## src/rtl/memory_arbiter.sv

```systemverilog
// memory_arbiter: grants a single-port memory to an instruction-fetch port and
// a data port, one transaction at a time. Data normally wins. A starvation
// counter hands the memory to a waiting fetch after STARVE_LIMIT back-to-back
// data grants. Misaligned data accesses complete at once with an error flag
// and never reach the memory.
module memory_arbiter #(
    parameter int STARVE_LIMIT = 4
) (
    input  logic        clk_i,
    input  logic        rst_i,
    input  logic        enable_i,
    input  logic        i_req_i,
    input  logic [31:0] i_addr_i,
    output logic        i_ready_o,
    output logic [31:0] i_rdata_o,
    input  logic        d_req_i,
    input  logic        d_we_i,
    input  logic [31:0] d_addr_i,
    input  logic [31:0] d_wdata_i,
    output logic        d_ready_o,
    output logic [31:0] d_rdata_o,
    output logic        d_err_o,
    output logic        mem_req_o,
    output logic        mem_we_o,
    output logic [31:0] mem_addr_o,
    output logic [31:0] mem_wdata_o,
    input  logic        mem_ack_i,
    input  logic [31:0] mem_rdata_i
);

    localparam int CNT_W = $clog2(STARVE_LIMIT + 1);
    localparam logic [CNT_W-1:0] CNT_MAX = CNT_W'(STARVE_LIMIT);

    typedef enum logic [1:0] {IDLE, BUSY_I, BUSY_D} state_t;

    state_t            state_q, state_d;
    logic [CNT_W-1:0]  starve_q, starve_d;
    logic              mem_req_q, mem_req_d;
    logic              mem_we_q, mem_we_d;
    logic [31:0]       mem_addr_q, mem_addr_d;
    logic [31:0]       mem_wdata_q, mem_wdata_d;
    logic              i_ready_q, i_ready_d;
    logic [31:0]       i_rdata_q, i_rdata_d;
    logic              d_ready_q, d_ready_d;
    logic [31:0]       d_rdata_q, d_rdata_d;
    logic              d_err_q, d_err_d;

    // A port's request is not eligible in the cycle its READY pulse is out,
    // because the requester is still dropping REQ during that cycle.
    logic i_elig, d_elig;
    assign i_elig = i_req_i & ~i_ready_q;
    assign d_elig = d_req_i & ~d_ready_q;

    function automatic logic [CNT_W-1:0] sat_inc(input logic [CNT_W-1:0] c);
        if (c >= CNT_MAX) return c;
        return c + 1'b1;
    endfunction

    // Next-state: arbitration in IDLE, completion tracking in the BUSY states.
    always_comb begin
        state_d     = state_q;
        starve_d    = starve_q;
        mem_req_d   = mem_req_q;
        mem_we_d    = mem_we_q;
        mem_addr_d  = mem_addr_q;
        mem_wdata_d = mem_wdata_q;
        i_ready_d   = 1'b0;
        i_rdata_d   = i_rdata_q;
        d_ready_d   = 1'b0;
        d_rdata_d   = d_rdata_q;
        d_err_d     = 1'b0;
        case (state_q)
            IDLE: begin
                if (enable_i) begin
                    if (d_elig && !(i_elig && starve_q == CNT_MAX)) begin
                        // Data grant; only counts toward starvation if a fetch waits.
                        starve_d = i_elig ? sat_inc(starve_q) : '0;
                        if (d_addr_i[1:0] != 2'b00) begin
                            d_ready_d = 1'b1;
                            d_err_d   = 1'b1;
                            d_rdata_d = '0;
                        end else begin
                            mem_req_d   = 1'b1;
                            mem_we_d    = d_we_i;
                            mem_addr_d  = d_addr_i;
                            mem_wdata_d = d_wdata_i;
                            state_d     = BUSY_D;
                        end
                    end else if (i_elig) begin
                        starve_d    = '0;
                        mem_req_d   = 1'b1;
                        mem_we_d    = 1'b0;
                        mem_addr_d  = i_addr_i;
                        mem_wdata_d = '0;
                        state_d     = BUSY_I;
                    end else begin
                        starve_d = '0;
                    end
                end
            end
            BUSY_I: begin
                if (mem_ack_i) begin
                    mem_req_d = 1'b0;
                    i_ready_d = 1'b1;
                    i_rdata_d = mem_rdata_i;
                    state_d   = IDLE;
                end
            end
            BUSY_D: begin
                if (mem_ack_i) begin
                    mem_req_d = 1'b0;
                    d_ready_d = 1'b1;
                    d_rdata_d = mem_we_q ? '0 : mem_rdata_i;
                    state_d   = IDLE;
                end
            end
            default: state_d = IDLE;
        endcase
    end

    // State and output registers; reset abandons any in-flight transaction.
    always_ff @(posedge clk_i or posedge rst_i) begin
        if (rst_i) begin
            state_q     <= IDLE;
            starve_q    <= '0;
            mem_req_q   <= 1'b0;
            mem_we_q    <= 1'b0;
            mem_addr_q  <= '0;
            mem_wdata_q <= '0;
            i_ready_q   <= 1'b0;
            i_rdata_q   <= '0;
            d_ready_q   <= 1'b0;
            d_rdata_q   <= '0;
            d_err_q     <= 1'b0;
        end else begin
            state_q     <= state_d;
            starve_q    <= starve_d;
            mem_req_q   <= mem_req_d;
            mem_we_q    <= mem_we_d;
            mem_addr_q  <= mem_addr_d;
            mem_wdata_q <= mem_wdata_d;
            i_ready_q   <= i_ready_d;
            i_rdata_q   <= i_rdata_d;
            d_ready_q   <= d_ready_d;
            d_rdata_q   <= d_rdata_d;
            d_err_q     <= d_err_d;
        end
    end

    assign mem_req_o   = mem_req_q;
    assign mem_we_o    = mem_we_q;
    assign mem_addr_o  = mem_addr_q;
    assign mem_wdata_o = mem_wdata_q;
    assign i_ready_o   = i_ready_q;
    assign i_rdata_o   = i_rdata_q;
    assign d_ready_o   = d_ready_q;
    assign d_rdata_o   = d_rdata_q;
    assign d_err_o     = d_err_q;

endmodule

```

## config.mk

```make
export PLATFORM = sky130hd
export DESIGN_NAME = memory_arbiter
export DESIGN_NICKNAME = d
export VERILOG_FILES = /design/src/rtl/memory_arbiter.sv
export SDC_FILE = /design/constraint.sdc
export NUM_CORES = 1
export LEC_CHECK = 0
export ABC_CLOCK_PERIOD_IN_PS = 3600
export BUFFER_PORTS_ARGS = -buffer_cell sky130_fd_sc_hd__buf_4
export CORE_MARGIN = 2
export CORE_UTILIZATION = 30
export DETAILED_ROUTE_END_ITERATION = 10
export SYNTH_ARGS = -nofsm -noshare
export SYNTH_HDL_FRONTEND = slang
export SYNTH_SLANG_ARGS = --single-unit
export TNS_END_PERCENT = 50
```

## constraint.sdc

```tcl
create_clock -name clk_i -period 3.6 [get_ports clk_i]
set_input_delay 0.18 -clock clk_i [delete_from_list [all_inputs] [get_ports clk_i]]
set_output_delay 0.18 -clock clk_i [all_outputs]
set_load 0.005 [all_outputs]
```

==> qor.txt, run 1 <==
Post-Synthesis Cells: 417
TritonRoute pass-1 iters: 4
EDFF count, synth: 0
Post-DP HPWL: 11600 µm
Synthesized area per cell: 14.3 µm²
Final Wtd Congestion: 0.773
Clk sink count: 138
Iter 0 DRT Violations: 176
Ys flop type: dfrtp_1
Largest stage delay, worst path: 410 ps
Ys Warns: 0
Hold WC Path Type: in -> reg
Setup violators final: 0
Sequential-to-total area share from yosys stat: 0.581
First-pass GRT wire length: 24700 µm
Slew @ Worst Pin: 929 ps
Max_slew headroom: 0.379
Most common cell after layout, fill and taps aside: buf_4
# IOs: 268
Hold WS: 97.0 ps
PortBufs: 267
Wire length per cell: 16.4 µm
Complex-gate fraction of the synthesized area: 0.131
Worst Reg-to-Reg Cells: 8
CP Launch Type: flip-flop
CP startpoint: state_q[1]$_DFFE_PP0P_
XOR/XNOR Fraction of Synth Area: 0
Post-route clock skew: 10.7 ps
Die area: 21000 µm²
Mux contribution to synthesized area: 0.179
#FFs+latches synth: 138
Post-route setup TNS: 0 ps
Starting Density: 0.305
Place WS: 1060 ps
Cell Pwr Density: 719 nW/µm²
Unrepaired setup endpoints after global routing: false
Worst path bufs/invs: 3
Peak Freq: 392 MHz
Post-route antenna net violation count: 0
P&R area growth vs syn: 53.7%
Vias per cell: 4.69
GRT Residual Overflow: 0
Worst path required time: 3900 ps
Peak supply drop: 348 µV
Nets@finish: 856
Slowest library cell on the worst path: dfrtp_1
Reg2reg start: state_q[1]$_DFFE_PP0P_
CTS H-tree lvls: 4
DR DRC count: 0
Max cap viols: 0
Worst setup EP type: flip-flop
Synth Area in Adders: 0.0105
Setup Buffers After CTS: 0
Delay-heaviest family, CP: buffers and inverters
Post-Syn Area: 5940 µm²
Most frequent cells in the layout: 275 x buf_4, 138 x dfrtp_1, 89 x mux2_2
Pins Over Slew Limit: 0
Worst-case clock buffer depth: 2
Flop2flop setup slack: 1050 ps
Maximum fanout along the worst path: 47
Min cycle time layout: 2550 ps
Hold Fails Final Rpt: 0
Syn_nets: 557
Cell Chain, Critical Path: inv_1 > ha_1 > nand2_2 > a21oi_4 > buf_4 > o21ai_4 > buf_12 > mux2_4
Worst Setup EP: mem_addr_o[16]$_DFFE_PP0P_
Critical path class: reg -> reg
CTS Buf Count: 17
Status: finished clean
Vias in the first global route: 4787
Chip Height: 145 µm
Diodes inserted: 0
CP arrival: 2850 ps
Largest net degree at the start of global routing: 68
Initial antenna violation count: 0
Combinational family with the most area after synthesis: multiplexers
Setup WS post-layout: 1050 ps
Vias after detailed routing: 4660
Std-Cell Core Area: 19500 µm²
CTS tree: done
CTS resizes: 0
Root buffer cell: clkbuf_16
WP depth: 8
Worst r2r dst: mem_addr_o[16]$_DFFE_PP0P_
Yosys cell types: 42
Final period util: 0.709
DRT Wirelength: 16300 µm
Pwr Total: 6.57 mW
Global-route total usage across every layer: 0.152
Simple-Gate Fraction of Synth Area: 0.0653
Fraction of registers with async set or reset after synthesis: 1.00
Leakage power: 4.48 nW
DIE WIDTH: 145 µm
Later-pin clock latency in the skew report: 420 ps
Site row count: 51
Layout cell share with drive strength beyond 1: 0.619
CTS clk-pin slew, worst paths: 60 ps
==> through the flow <==
step	instance area [µm²]	std cells	utilization
after floorplan	5950	417	-
after global placement	8230	929	0.423
after detailed placement	8230	929	0.423
after CTS	9140	994	0.469
after global routing	9140	994	0.469
final	9140	994	0.469
==> worst min-delay path by stage <==
| stage | start | endpoint | slack (ps) | cells past startpoint |
|---|---|---|---|---|
| after floorplan | mem_rdata_i[0] | d_rdata_o[0]$_DFFE_PP0P_ | 310 | 1 |
| after global placement | mem_rdata_i[22] | d_rdata_o[22]$_DFFE_PP0P_ | 400 | 2 |
| after detailed placement | mem_rdata_i[19] | d_rdata_o[19]$_DFFE_PP0P_ | 410 | 2 |
| after CTS | i_addr_i[0] | mem_addr_o[0]$_DFFE_PP0P_ | 70 | 3 |
| after global routing | i_addr_i[0] | mem_addr_o[0]$_DFFE_PP0P_ | 90 | 3 |
| final | i_addr_i[0] | mem_addr_o[0]$_DFFE_PP0P_ | 100 | 3 |
==> per-layer routing <==
layer  GRT usage  wire length (µm)
met4      0.0567               222
met2       0.258              8200
met1       0.179              6480
met3      0.0503              1380
met5           0                 0
==> synthesized netlist by cell type (all sizes together) (2+ instances only) <==
master	instances	area [µm²]
ha	5	62.6
dfrtp	138	3450
a22o	33	289
nor2b	3	18.8
nand2b	3	26.3
o21ai	4	23.8
nand3	2	10.0
clkbuf	6	22.5
nand4	33	206
a21oi	3	26.3
nand2	5	23.8
buf	24	146
nor4	3	33.8
a21bo	35	350
nor2	4	17.5
inv	8	30.0
mux2	93	1060
==> layout make-up <==
cell class | count | area (µm²)
well taps | 265 | 332
flip-flops and latches | 138 | 3450
multi-input cells | 241 | 2310
inverters | 8 | 33.8
clock inverters | 15 | 148
fillers | 1740 | 10300
repair buffers | 310 | 2430
clock buffers | 17 | 425
==> sequential cells by signal, summed over array words and instances (netlist names) <==
signal / count
d_err_o: 1
mem_we_o: 1
state_q: 2
starve_q: 3
i_ready_o: 1
d_rdata_o: 32
mem_addr_o: 32
mem_wdata_o: 32
d_ready_o: 1
i_rdata_o: 32
mem_req_o: 1
==> logic make-up after synthesis <==
| logic type | after synthesis |
|---|---|
| buf+inv | 38 |
| simple gates | 59 |
| compound gates | 84 |
| flops | 138 |
| fa+ha+maj | 5 |
| mux | 93 |
==> worst register-to-register path: cells and delay by family, from the launching register on <==
| family | cells | cell delay (ps) |
|---|---|---|
| buffers and inverters | 3 | 710 |
| flip-flops | 1 | 410 |
| AO/OA/AOI/OAI | 2 | 400 |
| adder cells (fa/ha/maj) | 1 | 380 |
| multiplexers | 1 | 340 |
| AND/OR/NAND/NOR | 1 | 190 |
==> what timing repair did <==
action                                 in CTS  in global routing
endpoints found under the hold margin     104                  0
hold buffers                               33                  0
setup endpoints to repair                   0                  0
==> power by group <==
part | switching [mW] | leakage, nW | internal [mW]
sequential | 0.361 | 1.77 | 2.15
clock | 0.758 | 0.280 | 0.921
combinational | 0.900 | 2.42 | 1.47
(Power assumes the default switching activity.)
==> run 2: changes to the inputs <==
- ABC_CLOCK_PERIOD_IN_PS: 3600 -> 2110
- clock period: 3.6 -> 2.11 ns (I/O delays scaled with it)
==> run 2 against run 1 <==
Highest routed layer unchanged; sequential power is 70% higher; flip-flop and latch count is the same; power is 73% higher; fmax grew 32%; critical path depth shrank 1; worst hold slack worse by 67 ps; die area is the same.
==> qor.txt, run 2 (synthesized netlist as in run 1, its figures left out) <==
Std-Cell Core Area: 19500 µm²
Worst setup EP type: flip-flop
Post-Layout Inst Area: 9260 µm²
Setup Buffers After CTS: 0
Maximum fanout along the worst path: 32
Grt met3 use: 0.0638
Global routing usage on met2: 0.259
Hold_buf cts: 34
Multi-input logic area: 2310 µm²
Iter 0 DRT Violations: 108
Max cap viols: 0
Min cycle time layout: 1940 ps
P&R area growth vs syn: 55.7%
Hold WC Path Type: in -> reg
Worst path required time: 2410 ps
Initial antenna violation count: 0
Clk sink count: 138
Post-route setup TNS: 0 ps
GRT Residual Overflow: 0
CP Launch Type: flip-flop
GRT busiest layer: met2
Wire length per cell: 16.6 µm
Most frequent cells in the layout: 276 x buf_4, 138 x dfrtp_1, 89 x mux2_2
Most common cell after layout, fill and taps aside: buf_4
Root buffer cell: clkbuf_16
Final period util: 0.919
Chip Height: 145 µm
Slew @ Worst Pin: 467 ps
Fin util: 0.476
Setup violators final: 0
Pwr Total: 11.3 mW
Cell Area, Placed: 8340 µm²
Met1 Use GR: 0.183
DP Cell Count: 935
Starting Density: 0.305
Fin cells: 1001
Pins Over Slew Limit: 0
Layout fillers: 1722
Post-route antenna net violation count: 0
Reg2reg start: starve_q[0]$_DFFE_PP0P_
CTS tree: done
Post-DP HPWL: 11900 µm
DR DRC count: 0
Peak supply drop: 608 µV
Hold Fails Final Rpt: 0
Cell Pwr Density: 1220 nW/µm²
Nets@finish: 863
Peak Freq: 516 MHz
Place WS: 172 ps
Hold WS: 30.2 ps
Final Wtd Congestion: 0.799
Vias per cell: 4.67
Diodes inserted: 0
DIE WIDTH: 145 µm
CTS clk-pin slew, worst paths: 60 ps
Largest net degree at the start of global routing: 61
Register area: 3450 µm²
Post-route clock skew: 11.5 ps
Global-route total usage across every layer: 0.155
Status: finished clean
Worst-case clock buffer depth: 2
Vias after detailed routing: 4675
CP startpoint: starve_q[0]$_DFFE_PP0P_
CTS H-tree lvls: 4
Die area: 21000 µm²
CP arrival: 2240 ps
Critical path class: reg -> reg
TritonRoute pass-1 iters: 4
# IOs: 268
Min-delay src: i_addr_i[0]
CTS resizes: 0
Site row count: 51
Layout cell share with drive strength beyond 1: 0.621
Unrepaired setup endpoints after global routing: false
Leakage power: 4.53 nW
PortBufs: 267
DRT Wirelength: 16600 µm
Vias in the first global route: 4925
Setup WS post-layout: 171 ps
Later-pin clock latency in the skew report: 420 ps
First-pass GRT wire length: 25100 µm
CTS Buf Count: 17
Max_slew headroom: 0.689
## run 2: worst max-delay path: stages, from the launching register on
cell and delay, ps:
dfrtp_1 380, inv_1 90, ha_1 170, nand4b_1 150, nand2_2 170, buf_12 210, mux2_2 360, mux2_2 270
## run 2: cell type report
cell class,count,share of cell area
repair buffers,317,0.276
well taps,265,0.0358
inverters,8,0.00365
clock buffers,17,0.0460
flip-flops and latches,138,0.373
multi-input cells,241,0.249
clock inverters,15,0.0162
## run 2: routing by layer
metal	part of all wire	routed length (µm)
met1	0.41	6740
met5	0	0
met4	0.0095	157
met3	0.091	1510
met2	0.49	8170
## run 2: worst paths after layout
kind / to / slack, ps / depth (start not counted)
max reg2reg: mem_addr_o[5]$_DFFE_PP0P_ / 170 / 7
min: mem_addr_o[0]$_DFFE_PP0P_ / 30 / 3
max in group asynchronous: mem_addr_o[14]$_DFFE_PP0P_ / 1300 / 4
min in group asynchronous: i_rdata_o[17]$_DFFE_PP0P_ / 220 / 3
min reg2reg: mem_wdata_o[0]$_DFFE_PP0P_ / 490 / 1
max: mem_addr_o[5]$_DFFE_PP0P_ / 170 / 7
## run 2: power by group
| part | internal, mW | switching [mW] |
|---|---|---|
| logic | 2.59 | 1.58 |
| registers | 3.67 | 0.596 |
| clock network | 1.58 | 1.32 |
